### src/rtl/garbage_inbox.sv
// Purpose: versus-mode garbage inbox. Queues opponent attack packets, arms each one after a delay, and offers the armed total to the local board.
// Latency: a push shows in pending_total after its edge and in attacked DELAY_CYC+1 edges later (1 edge when GARBAGE_DELAY_EN is undefined).
// Backpressure: none upstream. A packet that arrives while the queue is full is dropped and overflow pulses for one cycle.
// Build option: define GARBAGE_DELAY_EN to enable the per-entry arming timers. Without it, every entry is armed as soon as it is pushed.
module garbage_inbox #(
  parameter int DEPTH     = 8,
  parameter int DELAY_CYC = 50_000_000,
  parameter int MAX_ATK   = 20
) (
  input  logic       clk,
  input  logic       rst,
  input  logic       atk_valid,
  input  logic [2:0] atk_lines,
  input  logic       hold,
  input  logic       commit,
  output logic [4:0] attacked,
  output logic [4:0] pending_total,
  output logic       armed_any,
  output logic       overflow
);
  localparam int PW = $clog2(DEPTH);
  localparam int CW = PW + 1;
  localparam int SW = 8;
`ifdef GARBAGE_DELAY_EN
  localparam int TW = $clog2(DELAY_CYC + 1);
`endif

  logic [2:0]    lines_q [DEPTH];
  logic [2:0]    lines_n [DEPTH];
`ifdef GARBAGE_DELAY_EN
  logic [TW-1:0] timer_q [DEPTH];
  logic [TW-1:0] timer_n [DEPTH];
`endif
  logic [PW-1:0] head_q, head_n, tail_q, tail_n, idx;
  logic [CW-1:0] count_q, count_n;
  logic [SW-1:0] armed_sum, total;
  logic [4:0]    rem, attacked_n, pending_n;
  logic [2:0]    lines_in;
  logic          stop, armed_any_n, overflow_n;

  function automatic logic [4:0] sat(input logic [SW-1:0] s);
    return (s > SW'(MAX_ATK)) ? 5'(MAX_ATK) : s[4:0];
  endfunction

  // Next-state: armed prefix sum, commit retirement, timer countdown, push, totals.
  always_comb begin
    lines_in = (atk_lines > 3'd4) ? 3'd4 : atk_lines;
    idx = head_q;
    // Armed entries always form a prefix from the head; stop at the first unarmed one.
    armed_sum = '0;
    stop = 1'b0;
    for (int i = 0; i < DEPTH; i++) begin
      idx = head_q + PW'(i);
      if (CW'(i) >= count_q) stop = 1'b1;
`ifdef GARBAGE_DELAY_EN
      if (timer_q[idx] != '0) stop = 1'b1;
`endif
      if (!stop) armed_sum = armed_sum + SW'(lines_q[idx]);
    end

    lines_n = lines_q;
`ifdef GARBAGE_DELAY_EN
    for (int j = 0; j < DEPTH; j++)
      timer_n[j] = (timer_q[j] != '0) ? timer_q[j] - TW'(1) : '0;
`endif
    // Retire exactly the presented amount, oldest first. A leftover amount trims the head entry.
    head_n  = head_q;
    count_n = count_q;
    rem     = commit ? attacked : 5'd0;
    for (int i = 0; i < DEPTH; i++) begin
      idx = head_q + PW'(i);
      if (rem != 5'd0 && CW'(i) < count_q) begin
        if (rem >= {2'b00, lines_q[idx]}) begin
          rem          = rem - {2'b00, lines_q[idx]};
          lines_n[idx] = '0;
`ifdef GARBAGE_DELAY_EN
          timer_n[idx] = '0;
`endif
          head_n       = head_n + PW'(1);
          count_n      = count_n - CW'(1);
        end else begin
          lines_n[idx] = lines_q[idx] - rem[2:0];
          rem          = 5'd0;
        end
      end
    end

    // The push lands after the pops, so a slot freed by the same edge's commit is usable.
    tail_n     = tail_q;
    overflow_n = 1'b0;
    if (atk_valid && lines_in != 3'd0) begin
      if (count_n == CW'(DEPTH)) begin
        overflow_n = 1'b1;
      end else begin
        lines_n[tail_q] = lines_in;
`ifdef GARBAGE_DELAY_EN
        timer_n[tail_q] = TW'(DELAY_CYC);
`endif
        tail_n  = tail_q + PW'(1);
        count_n = count_n + CW'(1);
      end
    end

    // Freed slots hold zero lines, so summing every slot gives the queue total.
    total = '0;
    armed_any_n = 1'b0;
    for (int j = 0; j < DEPTH; j++) begin
      total = total + SW'(lines_n[j]);
`ifdef GARBAGE_DELAY_EN
      if (lines_n[j] != 3'd0 && timer_n[j] == '0) armed_any_n = 1'b1;
`endif
    end
`ifndef GARBAGE_DELAY_EN
    armed_any_n = (count_n != '0);
`endif
    pending_n = sat(total);

    if (commit)     attacked_n = 5'd0;
    else if (!hold) attacked_n = sat(armed_sum);
    else            attacked_n = attacked;
  end

  // State and registered outputs.
  always_ff @(posedge clk or posedge rst) begin
    if (rst) begin
      for (int j = 0; j < DEPTH; j++) begin
        lines_q[j] <= '0;
`ifdef GARBAGE_DELAY_EN
        timer_q[j] <= '0;
`endif
      end
      head_q        <= '0;
      tail_q        <= '0;
      count_q       <= '0;
      attacked      <= '0;
      pending_total <= '0;
      armed_any     <= 1'b0;
      overflow      <= 1'b0;
    end else begin
      lines_q       <= lines_n;
`ifdef GARBAGE_DELAY_EN
      timer_q       <= timer_n;
`endif
      head_q        <= head_n;
      tail_q        <= tail_n;
      count_q       <= count_n;
      attacked      <= attacked_n;
      pending_total <= pending_n;
      armed_any     <= armed_any_n;
      overflow      <= overflow_n;
    end
  end
endmodule

### config.mk
export PLATFORM = sky130hd
export DESIGN_NAME = garbage_inbox
export DESIGN_NICKNAME = d
export VERILOG_FILES = /design/src/rtl/garbage_inbox.sv
export SDC_FILE = /design/constraint.sdc
export NUM_CORES = 1
export LEC_CHECK = 0
export ABC_AREA = 1
export CAP_MARGIN = 10
export CORE_MARGIN = 2
export CORE_UTILIZATION = 60
export DETAILED_ROUTE_END_ITERATION = 12
export PLACE_DENSITY = 0.77
export SYNTH_ARGS = -nofsm -noshare
export SYNTH_HDL_FRONTEND = slang
export SYNTH_SLANG_ARGS = --single-unit
### constraint.sdc
create_clock -name clk -period 20.9 [get_ports clk]
set_input_delay 2.09 -clock clk [delete_from_list [all_inputs] [get_ports clk]]
set_output_delay 2.09 -clock clk [all_outputs]
set_load 0.05 [all_outputs]
# After elaboration in Yosys (flattened, before gate mapping)
# Cells that the tools add are included.
[op_classes]
addsub = 53
mul = 0
div = 0
n_lt_le_gt_ge = 45
n_eq_ne = 2
shift = 0
muxes = 141
n_bitwise = 26
reduce_logical = 29
[op_table]
columns = ["cell", "n"]
rows = [
  ["$mux W24", 18],
  ["$bwmux W24", 9],
  ["$and A24 B24 Y24", 8],
  ["$not A24 Y24", 8],
  ["$mux W3", 43],
  ["$mux W5", 19],
  ["$demux W3 S3", 9],
  ["$add A8 B3 Y8", 9],
  ["$bmux W3 S3", 8],
  ["$mux W4", 18],
  ["$mux W8", 7],
  ["$ge A5 B3 Y1", 8],
  ["$reduce_bool A5 Y1", 8],
  ["$ge A4 B4 Y1 const B", 9],
  ["$lt A4 B1 Y1 const B", 9],
  ["$not A3 Y4", 9],
  ["$sub A5 B3 Y5", 7],
  ["$sub A4 B1 Y4 const B", 8],
  ["$add A3 B1 Y3 const B", 9],
  ["$sub A3 B3 Y3", 8],
  ["$logic_and A1 B1 Y1", 18],
  ["$ge A3 B4 Y1 const A", 4],
  ["$gt A8 B5 Y1 const B", 2],
  ["$lt A3 B4 Y1 const A", 4],
  ["other kinds (20)", 37],
]
[word_totals]
regBits = 46
latchBits = 0
ram_bits = 0
mem_bits_ro = 0
in_bits = 8
output_inout_bits = 12
elab_cells = 311
mem_count = 0

# Depth between registers and ports, before layout
# Gate-level depths: netlist of the first run.
[logic_depth]
depth_word = 42
ltp_mapped = 105
mapped_depth_nobuf = 103

# Worst setup path after synthesis of the first run
# Ideal clock, no wire load.
[synth_path]
path_kind = "input port to flip-flop"
start = "input port commit"
end = "register pending_total[4]"
arrival_time_ns = 15.626
setup_slack_ns = 5.146
stages = 90
n_path_buf = 4
cell_sequence = "nand2_1 inv_1 ha_1 buf_2 nand2_1 nand2_1 nor2_1 nand2_2 nand2_1 o21bai_2 ha_1 buf_1 nand2_1 nor2_1 a211oi_1 nand3_1 nor2_4 nor2_1 [... 54 more ...] nand3_4 buf_6 inv_2 nand2_1 nand2_1 nand2_1 nand2_1 fa_1 fa_1 fa_1 fa_1 ha_1 inv_1 fa_1 inv_1 o21ai_0 nand2_1 or2_2"
[synth_rtl]
columns = ["element", "line_no", "source"]
rows = [
  ["from (decl)", "15", "input logic commit,"],
  ["to (signal assigned)", "148", "pending_total <= pending_n;"],
  ["to (decl)", "17", "output logic [4:0] pending_total,"],
]

==> results.json, run 1 <==
{
  "met2_usage": 0.569,
  "worstMarginPinSlew_ps": 1040,
  "grt_util_met3": 0.0665,
  "finalCritPeriodShare": 0.882,
  "design.die.area_mm2": 0.0213,
  "period_needed_ps": 18430,
  "hp-start": "tail_q[2]",
  "post-dp-hpwl_um": 33500,
  "grt-ovfl-total": 0,
  "wl_per_cell_um": 17.5,
  "mostFrequentLayoutCells": "nand2_1 (624), inv_1 (296), nor2_1 (207), o21ai_0 (177), nand3_1 (104)",
  "rsz0062_at_grt": "no",
  "final.fill_count": 1983,
  "synth_area_leaders": "nand2_1 (19%), dfrtp_1 (9.5%), ha_1 (9.5%)",
  "cpMaxStageDelayCell": "inv_1",
  "crit_path_end_kind": "flip-flop",
  "cts.clk_slew.worst_paths_ps": 70,
  "async_reset_ff_frac": 1.00,
  "ys_ff_latch": 46,
  "cp_slowest_stage_delay_ps": 820,
  "nets": 2192,
  "cts_root_buf": "clkbuf_16",
  "max_slew_margin": 0.305,
  "ctsHtreeMaxLevel": 2,
  "synthCells": 2071,
  "start_util": 0.617,
  "yosysUniqueCellTypes": 50,
  "vias": 13700,
  "top_level_ports": 20,
  "syn-num-nets": 2209,
  "fmax_ghz": 0.0543,
  "hold_path.class": "reg -> reg",
  "cts_tree": "built",
  "yosys.area.top_type_share": 0.194,
  "layout-drive-gt1-share": 0.0618,
  "core_mm2": 0.0196,
  "grtUsageTotal": 0.377,
  "avgSynthCellArea_um2": 5.84,
  "synth_edf_count": 0,
  "clock_sinks": 46,
  "critical_path_class": "reg -> reg",
  "busiest_layer": "met2",
  "cp_num_buf_inv": 15,
  "drt_pass1_iterations": 6,
  "grt_max_degree": 49,
  "synth.largest_area_cell": "nand2_1",
  "place.gp.congestion": 1.09,
  "crit_fanout": 48,
  "numCtsBuffers": 5,
  "ys_seq_area_frac": 0.0952,
  "required_ps": 21100,
  "via_per_inst": 5.88,
  "cts_setup_buffers": 0,
  "hold_buffers": 0,
  "holdWs_ps": 547,
  "final_common_cell": "nand2_1",
  "r2r-start": "head_q[0]",
  "die_height_um": 146,
  "synth_ff_type": "dfrtp_1",
  "drt_drc_violations_left": 0,
  "crit_family": "adder cells",
  "grt_use_met1": 0.527,
  "portBuffers": 19,
  "drv_slew": 0,
  "syn_area_mm2": 0.0121,
  "area_delta_synth_final_pct": 3.92,
  "fin_worst_skew_ps": 10.3,
  "cp-start-kind": "flip-flop",
  "multiInputGateArea_mm2": 0.00951,
  "dieWidth_um": 146,
  "setup_viol": 0,
  "drt-initial-drc-count": 1651,
  "regArea_mm2": 0.00115,
  "routed_wl_um": 40700,
  "crit_top_cell": "nand2_1",
  "ant_nets": 0,
  "finalHoldViolCount": 0,
  "tns_ps": 0,
  "status": "finished clean",
  "arrival_ps": 18630,
  "worstSkewPairLatency_ps": 320,
  "cts_resized": 0,
  "num_rows": 51,
  "worstSetupStartpoint": "head_q[0]",
  "first_global_vias": 12200,
  "cap_violations": 0,
  "grt_pass1_wl_um": 64200,
  "yosysWarnings": 0,
  "clock_path_buffers": 2,
  "antenna_found_initial": 2
}
-- routing by layer --
metal / routed length, µm / part of all wire / up-vias
li1: - / - / 6617
met1: 17100 / 0.42 / 6183
met2: 17200 / 0.42 / 738
met3: 4550 / 0.11 / 116
met4: 1820 / 0.045 / 0
met5: 0 / 0 / -
-- state kept, by name, summed over array words and instances (netlist names) --
register,cells
armed_any,1
attacked,5
count_q,4
head_q,3
lines_q,24
overflow,1
pending_total,5
tail_q,3
-- Yosys cell counts, types with 2 or more instances --
cell,count
mux2_2,4
a21oi_1,61
a211oi_1,3
nand2_2,24
nand3b_1,6
buf_2,10
nor2_2,12
nand4_1,38
o21ai_0,177
o21ai_2,7
nand3_4,3
nor2_4,9
xor2_1,31
o21bai_2,3
nand3_1,104
nand2_4,8
o31ai_1,5
o221ai_1,3
buf_1,7
xnor2_1,25
nand3_2,11
a31oi_1,8
buf_4,3
ha_1,92
o21ai_1,18
or2_2,12
o21bai_1,5
o21a_1,18
clkbuf_1,23
dfrtp_1,46
nand2_1,624
mux2i_1,20
fa_1,38
clkinv_1,5
inv_2,15
buf_6,5
nor2_1,207
nor3_1,22
a21boi_0,2
o22ai_1,4
inv_1,297
o211ai_1,48
-- kinds of logic after synthesis --
family	share of synthesized area
fa+ha+maj	0.158
buf+inv	0.118
xor+xnor	0.0406
compound gates	0.176
mux	0.0203
flops	0.0952
simple gates	0.391
-- final timing paths --
check | cells past startpoint | end | slack [ps]
min in group asynchronous | 3 | pending_total[0] | 2270
max in group asynchronous | 3 | head_q[2] | 18180
setup reg to reg | 93 | pending_total[4] | 2470
setup / recovery | 93 | pending_total[4] | 2470
hold / removal | 1 | tail_q[2] | 550
hold reg to reg | 1 | tail_q[2] | 550
-- stage by stage --
stage | utilization | setup slack (ps) | instance area [µm²] | instances
2_1_floorplan | - | 5150 | 12100 | 2071
3_3_place_gp | 0.634 | 3110 | 12400 | 2312
3_5_place_dp | 0.634 | 2480 | 12400 | 2312
4_1_cts | 0.641 | 2680 | 12600 | 2320
5_1_grt | 0.641 | 648 | 12600 | 2320
6_report | 0.641 | 2470 | 12600 | 2321
-- area by class of cell --
cell class	count	share of cell area
Antenna cell	1	0.000199
Clock buffer	5	0.00996
Clock inverter	3	0.00199
Inverter	317	0.0947
Multi-Input combinational cell	1660	0.757
Sequential cell	46	0.0916
Tap cell	265	0.0264
Timing Repair Buffer	24	0.0181
-- worst reg2reg max path, delay by kind of cell, from the launching register on --
family	cells	cell delay [ps]
adder cells (fa/ha/maj)	15	5770
flip-flops	1	360
buffers and inverters	15	2420
AO/OA/AOI/OAI	18	4020
AND/OR/NAND/NOR	45	5770
Power of run 1 is not shown: default switching activity piles up to over one toggle a cycle in this logic, so the estimate is an artifact.
==> run 2: changes to the inputs <==
- GPL_TIMING_DRIVEN: not set -> 0
==> run 2 against run 1 <==
Clock skew rose by 8.4 ps. Cell count grew 1.9%. Routed wire length rose by 3.7%. First-iteration DRC count increased by 4.1%. Worst setup slack got worse by 460 ps. Die area is the same. Flip-flop and latch count unchanged. Sequential share of layout area decreased by 0.16 points. Utilization grew 1.1 points. Maximum frequency is 2.4% lower. Global-route usage grew 1.3 points. Register-to-register slack lost 160 ps.
==> results.json, run 2 (synthesis results as in run 1) <==
{
  "status": "finished clean",
  "nets": 2236,
  "cp_slowest_stage_delay_ps": 640,
  "cts.clk_slew.worst_paths_ps": 80,
  "final.fill_count": 1914,
  "finalHoldViolCount": 0,
  "drv_slew": 0,
  "max_slew_margin": 0.228,
  "hp-start": "tail_q[2]",
  "numCtsBuffers": 5,
  "num_rows": 51,
  "mostFrequentLayoutCells": "nand2_1 (624), inv_1 (296), nor2_1 (207), o21ai_0 (177), nand3_1 (104)",
  "worstMarginPinSlew_ps": 1150,
  "multiInputGateArea_mm2": 0.00951,
  "ant_nets": 0,
  "final_common_cell": "nand2_1",
  "first_global_vias": 12500,
  "cts_setup_buffers": 0,
  "grt_pass1_wl_um": 66100,
  "portBuffers": 19,
  "via_per_inst": 5.84,
  "finalCritPeriodShare": 0.904,
  "cts_tree": "built",
  "layout-drive-gt1-share": 0.0667,
  "worstReg2RegEnd": "pending_total[4]",
  "rsz0062_at_grt": "no",
  "ctsHtreeMaxLevel": 2,
  "drt_pass1_iterations": 10,
  "cts_resized": 0,
  "die_height_um": 146,
  "critical_path_class": "in -> reg",
  "drt_drc_violations_left": 0,
  "clock_sinks": 46,
  "area_delta_synth_final_pct": 5.72,
  "crit_top_cell": "nand2_1",
  "crit_fanout": 10,
  "drt-initial-drc-count": 1718,
  "regMostFlops": "lines_q",
  "dieWidth_um": 146,
  "hold_path.class": "reg -> reg",
  "rrSetupSlack_ps": 2310,
  "setup_viol": 0,
  "fin_worst_skew_ps": 18.7,
  "crit_path_end_kind": "flip-flop",
  "cp-start-kind": "input pin",
  "period_needed_ps": 18890,
  "grt_util_met3": 0.0803,
  "largest_reg_flops": 24,
  "cts_root_buf": "clkbuf_16",
  "reg_top3": "lines_q x24, attacked x5, pending_total x5",
  "reg2reg_depth": 91,
  "start_util": 0.617,
  "grtUsageTotal": 0.390,
  "busiest_layer": "met2",
  "core_mm2": 0.0196,
  "fmax_ghz": 0.0529,
  "tns_ps": 0,
  "r2r-start": "head_q[0]",
  "wl_per_cell_um": 17.9,
  "clock_path_buffers": 2,
  "top_level_ports": 20,
  "required_ps": 21100,
  "post-dp-hpwl_um": 35200,
  "arrival_ps": 19090,
  "antenna_cells": 0,
  "antenna_found_initial": 0,
  "hold_buffers": 0,
  "routed_wl_um": 42200,
  "hold_path_depth": 1,
  "cap_violations": 0,
  "place.gp.congestion": 1.02,
  "design.die.area_mm2": 0.0213,
  "regArea_mm2": 0.00115,
  "grt_use_met1": 0.539,
  "worstSkewPairLatency_ps": 320,
  "grt-ovfl-total": 0,
  "met2_usage": 0.613,
  "vias": 13800,
  "grt_max_degree": 40,
  "cpMaxStageDelayCell": "clkdlybuf4s50_1",
  "holdPathEnd": "tail_q[2]"
}
==> run 2: area by class of cell <==
cell class	instances	share of cell area
Inverter	317	0.0931
Sequential cell	46	0.0901
Tap cell	265	0.0259
Timing Repair Buffer	20	0.0164
Clock inverter	3	0.00196
Clock buffer	5	0.00979
Multi-Input combinational cell	1660	0.744
Buffer	48	0.0189
==> run 2: worst max path at each step <==
stage / end / from / cells past startpoint / slack (ps)
2_1_floorplan: pending_total[4] / commit / 90 / 5150
3_3_place_gp: pending_total[4] / commit / 90 / 2250
3_5_place_dp: pending_total[4] / commit / 90 / 1960
4_1_cts: pending_total[4] / commit / 90 / 2260
5_1_grt: pending_total[4] / commit / 88 / 620
6_report: pending_total[4] / commit / 90 / 2010
==> run 2: routing by layer <==
| metal | routed length, µm | up-vias |
|---|---|---|
| met1 | 17700 | 6263 |
| met2 | 18400 | 717 |
| li1 | - | 6723 |
| met4 | 1430 | 0 |
| met5 | 0 | - |
| met3 | 4700 | 96 |
==> run 2: critical path: cells and delay by family <==
family / cells / cell delay [ps]
AOI/OAI and AO/OA: 17 / 3180
and+or+nand+nor: 42 / 5330
adders and majority gates: 15 / 5760
buffers and inverters: 16 / 2760
==> run 2: per-stage QoR <==
stage / cell area [µm²] / setup slack [ps] / utilization / hold slack, ps / cells
final: 12800 / 2010 / 0.652 / 559 / 2364
after global routing: 12800 / 625 / 0.652 / 589 / 2364
after CTS: 12800 / 2260 / 0.652 / 556 / 2364
after detailed placement: 12600 / 1960 / 0.645 / 541 / 2356
after global placement: 12600 / 2250 / 0.644 / 526 / 2355
after floorplan: 12100 / 5150 / - / 506 / 2071
Power of run 2 is left out for the same reason.
==> run 3: changes to the inputs <==
- GPL_TIMING_DRIVEN: 0 -> 1
==> results of run 3 <==
No change in the layout: final DEF, timing and power equal those of run 1.
Power of run 3 is left out for the same reason.
